### src/rtl/uart_pkg.sv
// Shared types and defaults for the UART buffering blocks.
package uart_pkg;

  typedef enum logic [0:0] {
    XON  = 1'b0,
    XOFF = 1'b1
  } flow_state_t;

  localparam int UART_DATA_W_DEFAULT     = 8;
  localparam int UART_FIFO_DEPTH_DEFAULT = 16;

endpackage

### src/rtl/uart_sync_fifo.sv
// Single-clock show-ahead FIFO with explicit occupancy counter and flush.
module uart_sync_fifo
  import uart_pkg::*;
#(
  parameter int DATA_W = UART_DATA_W_DEFAULT,
  parameter int DEPTH  = UART_FIFO_DEPTH_DEFAULT,
  localparam int PTR_W = $clog2(DEPTH),
  localparam int LVL_W = PTR_W + 1
) (
  input  logic              clk,
  input  logic              rst,
  input  logic              push,
  input  logic              pop,
  input  logic              flush,
  input  logic [DATA_W-1:0] wr_data,
  output logic [DATA_W-1:0] rd_data,
  output logic [LVL_W-1:0]  level,
  output logic              full,
  output logic              empty
);

  localparam logic [LVL_W-1:0] DEPTH_LVL = LVL_W'(DEPTH);

  logic [DATA_W-1:0] mem [DEPTH];
  logic [PTR_W-1:0]  wr_ptr;
  logic [PTR_W-1:0]  rd_ptr;
  logic              do_push;
  logic              do_pop;

  assign full    = (level == DEPTH_LVL);
  assign empty   = (level == '0);
  assign do_push = push && !full && !flush;
  assign do_pop  = pop && !empty && !flush;
  assign rd_data = mem[rd_ptr];

  // Storage carries no reset; only pointers and level define what is valid.
  always_ff @(posedge clk) begin
    if (do_push) mem[wr_ptr] <= wr_data;
  end

  always_ff @(posedge clk) begin
    if (rst || flush) begin
      wr_ptr <= '0;
      rd_ptr <= '0;
      level  <= '0;
    end else begin
      if (do_push) wr_ptr <= wr_ptr + 1'b1;
      if (do_pop)  rd_ptr <= rd_ptr + 1'b1;
      case ({do_push, do_pop})
        2'b10:   level <= level + 1'b1;
        2'b01:   level <= level - 1'b1;
        default: level <= level;
      endcase
    end
  end

endmodule

### src/rtl/uart_fifo_bridge.sv
// Buffered RX->TX UART bridge with full policy, sticky overrun and RTS-style flow control.
// Optional statistics counters are enabled by defining UART_FIFO_BRIDGE_STATS_EN.
module uart_fifo_bridge
  import uart_pkg::*;
#(
  parameter int DATA_W       = UART_DATA_W_DEFAULT,
  parameter int DEPTH        = UART_FIFO_DEPTH_DEFAULT,
  parameter int HIGH_WM      = 12,
  parameter int LOW_WM       = 4,
  parameter int BACKPRESSURE = 1,
  localparam int LVL_W       = $clog2(DEPTH) + 1
) (
  input  logic              clk,
  input  logic              rst,
  input  logic [DATA_W-1:0] rx_data,
  input  logic              rx_data_valid,
  output logic              rx_data_ready,
  output logic [DATA_W-1:0] tx_data,
  output logic              tx_data_valid,
  input  logic              tx_data_ready,
  input  logic              flush,
  input  logic              err_clr,
  output logic              overrun,
  output logic [LVL_W-1:0]  level,
  output logic              flow_ok
`ifdef UART_FIFO_BRIDGE_STATS_EN
  ,
  output logic [31:0]       rx_count,
  output logic [31:0]       tx_count,
  output logic [15:0]       drop_count
`endif
);

  localparam logic [LVL_W-1:0] HIGH_LVL = LVL_W'(HIGH_WM);
  localparam logic [LVL_W-1:0] LOW_LVL  = LVL_W'(LOW_WM);

  logic              full;
  logic              empty;
  logic              push;
  logic              pop;
  logic              drop;
  logic [DATA_W-1:0] head_data;
  flow_state_t       flow_state;

  // Ready is a function of fill state only, never of the TX side.
  assign rx_data_ready = (BACKPRESSURE != 0) ? !full : 1'b1;
  assign push          = rx_data_valid && rx_data_ready && !full;
  assign tx_data_valid = !empty;
  assign pop           = tx_data_valid && tx_data_ready;
  assign drop          = (BACKPRESSURE == 0) && rx_data_valid && full;
  assign tx_data       = empty ? '0 : head_data;

  uart_sync_fifo #(
    .DATA_W (DATA_W),
    .DEPTH  (DEPTH)
  ) u_fifo (
    .clk     (clk),
    .rst     (rst),
    .push    (push),
    .pop     (pop),
    .flush   (flush),
    .wr_data (rx_data),
    .rd_data (head_data),
    .level   (level),
    .full    (full),
    .empty   (empty)
  );

  // A drop in the same cycle as err_clr keeps the flag set.
  always_ff @(posedge clk) begin
    if (rst)          overrun <= 1'b0;
    else if (drop)    overrun <= 1'b1;
    else if (err_clr) overrun <= 1'b0;
  end

  always_ff @(posedge clk) begin
    if (rst) begin
      flow_state <= XON;
    end else begin
      case (flow_state)
        XON:     if (level >= HIGH_LVL) flow_state <= XOFF;
        XOFF:    if (level <= LOW_LVL)  flow_state <= XON;
        default: flow_state <= XON;
      endcase
    end
  end

  assign flow_ok = (flow_state == XON);

`ifdef UART_FIFO_BRIDGE_STATS_EN
  function automatic logic [15:0] sat_inc16(input logic [15:0] v);
    return (v == 16'hFFFF) ? v : v + 16'd1;
  endfunction

  // Flush suppresses the push/pop but leaves the totals intact.
  always_ff @(posedge clk) begin
    if (rst) begin
      rx_count   <= '0;
      tx_count   <= '0;
      drop_count <= '0;
    end else begin
      if (push && !flush) rx_count   <= rx_count + 32'd1;
      if (pop && !flush)  tx_count   <= tx_count + 32'd1;
      if (drop)           drop_count <= sat_inc16(drop_count);
    end
  end
`endif

endmodule

### config.mk
export PLATFORM = sky130hd
export DESIGN_NAME = uart_fifo_bridge
export DESIGN_NICKNAME = d
export VERILOG_FILES = /design/src/rtl/uart_pkg.sv /design/src/rtl/uart_sync_fifo.sv /design/src/rtl/uart_fifo_bridge.sv
export SDC_FILE = /design/constraint.sdc
export NUM_CORES = 1
export LEC_CHECK = 0
export ABC_CLOCK_PERIOD_IN_PS = 4200
export CAP_MARGIN = 20
export CORE_MARGIN = 1.5
export CORE_UTILIZATION = 55
export CTS_BUF_LIST = sky130_fd_sc_hd__clkbuf_8
export CTS_CLUSTER_DIAMETER = 60
export DETAILED_ROUTE_END_ITERATION = 10
export GPL_ROUTABILITY_DRIVEN = 0
export PLACE_DENSITY = 0.74
export SETUP_SLACK_MARGIN = 0.15
export SLEW_MARGIN = 25
export SYNTH_ARGS = -nofsm -noshare
export SYNTH_HDL_FRONTEND = slang
export SYNTH_HIERARCHICAL = 1
export SYNTH_SLANG_ARGS = --single-unit
### constraint.sdc
create_clock -name clk -period 4.2 [get_ports clk]
set_input_delay 0.63 -clock clk [delete_from_list [all_inputs] [get_ports clk]]
set_output_delay 0.63 -clock clk [all_outputs]
set_load 0.01 [all_outputs]
# Word-level counts from Yosys, hierarchy flattened
# Memories as Yosys holds them, arrays and structs flattened. A register that Yosys moved wholly into a read port is not among the register bits.
# Cells that the tools add are included.
[op_classes]
addsub = 4
n_lt_le_gt_ge = 2
n_eq_ne = 3
mux = 9
n_bitwise = 1
reduce_logical = 13
[op_table]
columns = ["cell", "n"]
rows = [
  ["one-hot mux 5 bit (2 select lines)", 1],
  ["adder 4 x 1 -> 4 bit, second input constant", 2],
  ["2-to-1 mux 4 bit", 2],
  ["2-to-1 mux 8 bit", 1],
  ["logical AND 1 bit", 7],
  ["adder 5 x 1 -> 5 bit, second input constant", 1],
  ["equality test 5 bit, second input constant", 1],
  [">= comparator 5 x 4 -> 1 bit, second input constant", 1],
  ["less-or-equal comparator 5 x 3 -> 1 bit, second input constant", 1],
  ["logical NOT 5 bit", 1],
  ["subtractor 5 x 1 -> 5 bit, second input constant", 1],
  ["2-to-1 mux 1 bit", 4],
  ["logical NOT 1 bit", 3],
  ["equality test 2 x 1 -> 1 bit, second input constant", 1],
  ["equality test 2 bit, second input constant", 1],
  ["one-hot mux 1 bit (2 select lines)", 1],
  ["nonzero test 2 bit", 1],
  ["logical OR 1 bit", 1],
  ["NOT 1 bit", 1],
]
[totals]
reg_bits = 14
ramBits = 128
output_inout_bits = 17
elab_cells = 37
mem_count = 1
[memory_table]
columns = ["memory", "words", "width", "rd", "rd_ports_with_merged_regs", "wr", "line", "rtl"]
rows = [
  ["u_fifo.mem", 16, 8, 1, 1, 1, "uart_sync_fifo.sv:24", "logic [DATA_W-1:0] mem [DEPTH];"],
]

# Longest topological paths before layout
[logic_depth]
word_depth = 8
ltp_mapped = 14
mapped_depth_nobuf = 13

# Cells and area by module
# Netlist, hierarchy kept.
[by_module_without_submodules]
columns = ["mod", "instances", "cells_each", "area_each_um2", "seq_area_each_um2"]
rows = [
  ["uart_sync_fifo", 1, 309, 5970.7, 4184.0],
  ["uart_fifo_bridge", 1, 20, 127.6, 20.0],
]

# Least setup slack after synthesis
# Ideal clock, no wire load.
[synth_path]
path_kind = "flip-flop to flip-flop"
start = "register u_fifo.level[1]"
end = "register u_fifo.level[2]"
setup_time_ns = 0.135
t_arrival_ns = 2.998
path_slack_ns = 1.067
stages_incl_launch_ff = 15
n_path_buf = 1
synth_period_minus_slack_ns = 3.133
cell_sequence = "dfxtp_1 buf_2 or4_4 nor2_1 nor2b_1 nor2b_1 o21ai_2 inv_1 ha_1 xor2_1 ha_1 inv_1 and3_1 o311ai_0 o41ai_1"
[synth_rtl]
columns = ["item", "line", "rtl"]
rows = [
  ["start: declaration", "uart_sync_fifo.sv:17", "output logic [LVL_W-1:0] level,"],
  ["start signal: assignment", "uart_sync_fifo.sv:50", "2'b10: level <= level + 1'b1;"],
  ["start signal: assignment", "uart_sync_fifo.sv:51", "2'b01: level <= level - 1'b1;"],
  ["start signal: assignment", "uart_sync_fifo.sv:52", "default: level <= level;"],
  ["logical NOT 5 bit *", "uart_sync_fifo.sv:31", "assign empty = (level == '0);"],
  ["via empty", "uart_fifo_bridge.sv:38", "logic empty;"],
  ["logical NOT 1 bit *", "uart_fifo_bridge.sv:48", "assign tx_data_valid = !empty;"],
  ["logical AND 1 bit *", "uart_fifo_bridge.sv:49", "assign pop = tx_data_valid && tx_data_ready;"],
  ["via pop", "uart_fifo_bridge.sv:40", "logic pop;"],
  ["logical AND 1 bit * (2 in series)", "uart_sync_fifo.sv:33", "assign do_pop = pop && !empty && !flush;"],
  ["via u_fifo.do_pop", "uart_sync_fifo.sv:28", "logic do_pop;"],
  ["equality test 2 x 1 -> 1 bit / equality test 2 bit (equally long branches)", "uart_sync_fifo.sv:49", "case ({do_push, do_pop})"],
  ["one-hot mux 5 bit (2 select lines) / nonzero test 2 bit (equally long branches)", "n/a", ""],
]
# The timed path passes the listed nets; every way through them passes the cells marked *.
# A chain may end at the register's enable or synchronous reset.

==> out/metrics.yaml <==
yosys:
  synth_most_common_cell: "edfxtp_1"
  synthArstFlopShare_pct: 0
  ys_seq_area_share_pct: 68.9
  synth_largest_area_cell: "edfxtp_1"
  syn_area_sq_um: 6100
  synth_fa_ha_area_share_pct: 1.64
  synth_top_area_share_pct: 63.0
  synth_edf_count: 128
  yosys.area_share.simple_pct: 6.11
  synth_top_family_by_area: "multiplexers"
  synth.net_count: 351
  syn-mean-instance-area_sq_um: 18.5
  synth_cell_types: 48
  muxShareOfSynthArea_pct: 16.9
  synthFlopType: "edfxtp_1"
  ys_warn_count: 6
  syn_inst: 329
  synthTopCellsByArea: "edfxtp_1, mux4_1, dfxtp_1, mux4_2, nor2_1"
  synth_xor_area_share_pct: 1.01
  synthTopCellsByCount: "edfxtp_1, nor2_1, mux4_1, dfxtp_1, mux4_2"
  synth_compound_area_share_pct: 2.63
  ys_ff_latch: 146
placement:
  io_buffer_count: 28
  dpl_cell_area_sq_um: 6580
  dpl.hpwl_mm: 7.42
  dpl.cell_count: 498
setup_path:
  r2r_slack_ns: 0.91
  cp.arrival_ns: 3.03
  worst_ep_required_time_ns: 3.57
  crit_chain: "buf_12, mux4_1, mux4_2, nor2b_1, clkdlybuf4s50_1"
  max_stage_delay_ns: 0.63
  r2r_start: "u_fifo/level[1]$_SDFFE_PP0P_"
  end_kind: "output port"
  cp_top_family: "multiplexers"
  crit_fanout: 19
  start_kind: "register"
  critPathSlowestCell: "dfxtp_2"
  crit_type: "reg2out"
  crit_buf_inv: 2
  reg2reg_to: "u_fifo/level[4]$_SDFFE_PP0P_"
  r2r_cells: 13
drt:
  firstDrtPassIters: 4
  detail_route.iter0.violations: 273
  num_vias: 3173
  wl_per_cell_um: 22.0
  drcViolationCount: 0
  via_per_inst: 5.99
  ant_nets: 0
  drt-total-wl_mm: 11.7
clocking:
  path_clk_slew_ns: 0.08
  clock-sinks: 146
  clk_latency_ns: 0.44
  root_buffer: "clkbuf_8"
  cts_resized: 0
  cts_tree: "yes"
  postCtsHoldBufs: 0
  post_cts_buffers: 0
  clockBufferDepth: 2
  htree_levels: 4
  cts_made_buffers: 17
timing:
  finClkSkew_ns: 0.0143
  fin_crit_ns: 3.66
  slew_headroom_pct: 41.0
  max_freq_mhz: 273
  setup_violations: 0
  post-route-period-util_pct: 87.2
  drv_slew: 0
  worst_slew_pin_slew_ns: 0.881
  rsz0062_at_grt: "false"
  finalSetupTns_ns: 0
  hold_viol_final: 0
run:
  cap_violations: 0
outcome:
  outcome: "finished, final reports clean"
floorplanning:
  rows: 38
  dieArea_sq_um: 11700
  start_util_pct: 56.3
  fp.dieW_um: 108
  coreArea_sq_um: 10800
  io_pins: 31
  dieHeight_um: 108
layout:
  diodes: 0
  finalNonFillerCells: 530
  n_fill_cell: 717
  drive_above_1_share_pct: 16.4
  fin_nets: 399
  design_area_sq_um: 7040
  multi_input_area_sq_um: 1730
  fin_util_pct: 64.9
  regArea_sq_um: 4210
  area_growth_pct: 15.4
grt:
  grt_pass1_wl_mm: 17.5
  grt_max_degree: 33
  globalRouteOverflowTotal: 0
  grt_pass1_vias: 3080
  antenna_found_initial: 0
  grt_use_total_pct: 21.8
pwr:
  p_leak_nw: 2.29
  peakVddDrop_mv: 0.237
  power_density_nw_per_um2: 411
min_path:
  min_path_cells: 2
  hp-class: "reg2reg"
  min_to: "flow_state$_SDFF_PP0_"
  min-delay-start: "flow_state$_SDFF_PP0_"
==> metal layers <==
| metal | up-vias | global-route usage [%] | share of wire, % |
|---|---|---|---|
| met3 | 24 | 5.61 | 6.0 |
| met1 | 1607 | 28.7 | 42 |
| li1 | 1419 | - | - |
| met2 | 123 | 34.9 | 50 |
| met4 | 0 | 9.02 | 2.5 |
| met5 | - | 0 | 0 |
==> report_power, final <==
group          total, mW  internal [mW]  switching [mW]
clock               1.24          0.752           0.486
combinational     0.0680         0.0292          0.0388
sequential          1.58           1.58         0.00264
==> registers in the layout, summed over array words and instances, names as in the netlist, named ones only <==
name           count
flow_state         1
u_fifo/level       5
u_fifo/mem       128
u_fifo/rd_ptr      4
u_fifo/wr_ptr      4
==> tightest hold or removal path, delay by kind of cell (launching register included) <==
family	cells	cell delay (ns)
DFF	1	0.33
AOI/OAI and AO/OA	2	0.17
==> cell type report <==
class,count,area share [%]
inverters,12,0.640
repair buffers,46,6.08
well taps,140,2.49
clock buffers,17,3.33
clock inverters,15,3.13
multi-input cells,154,24.6
flip-flops and latches,146,59.8
==> stage by stage <==
stage | setup WS, ns | hold WS, ns | total power [mW]
2_1_floorplan | 1.07 | 0.483 | 1.64
3_3_place_gp | 0.798 | 0.517 | 1.68
3_5_place_dp | 0.712 | 0.530 | 1.68
4_1_cts | 0.458 | 0.543 | 2.91
5_1_grt | 0.410 | 0.585 | 2.97
6_report | 0.538 | 0.539 | 2.89
==> cells by family (layout without fill, tap and decap cells) <==
group           Yosys count  after routing
buf+inv                  29             90
other cells               1              1
flops                   146            146
mux                      44             44
xor+xnor                  7              7
fa+ha+maj                 8              8
compound gates           22             22
simple gates             72             72
==> layout by cell type (no fill, tap or decap), types with 6 or more instances in the layout <==
cell type,n
buf_4,17
bufinv_16,6
clkbuf_8,17
clkdlybuf4s50_1,28
dfxtp_1,17
edfxtp_1,128
ha_1,8
inv_1,13
mux4_1,24
mux4_2,16
nand2_1,7
nor2_1,28
nor2b_1,12
==> how the worst max path moves through the flow <==
stage               cells past startpoint                         start                            to  slack [ns]
floorplan                              14  u_fifo/level[1]$_SDFFE_PP0P_  u_fifo/level[2]$_SDFFE_PP0P_        1.07
global placement                       11                 rx_data_valid  u_fifo/level[4]$_SDFFE_PP0P_        0.80
detailed placement                     12                 rx_data_valid  u_fifo/level[2]$_SDFFE_PP0P_        0.71
CTS                                     5                      register                    tx_data[2]        0.46
global route                            5                      register                    tx_data[2]        0.41
finish                                  5                      register                    tx_data[2]        0.54
(Power assumes the default switching activity.)
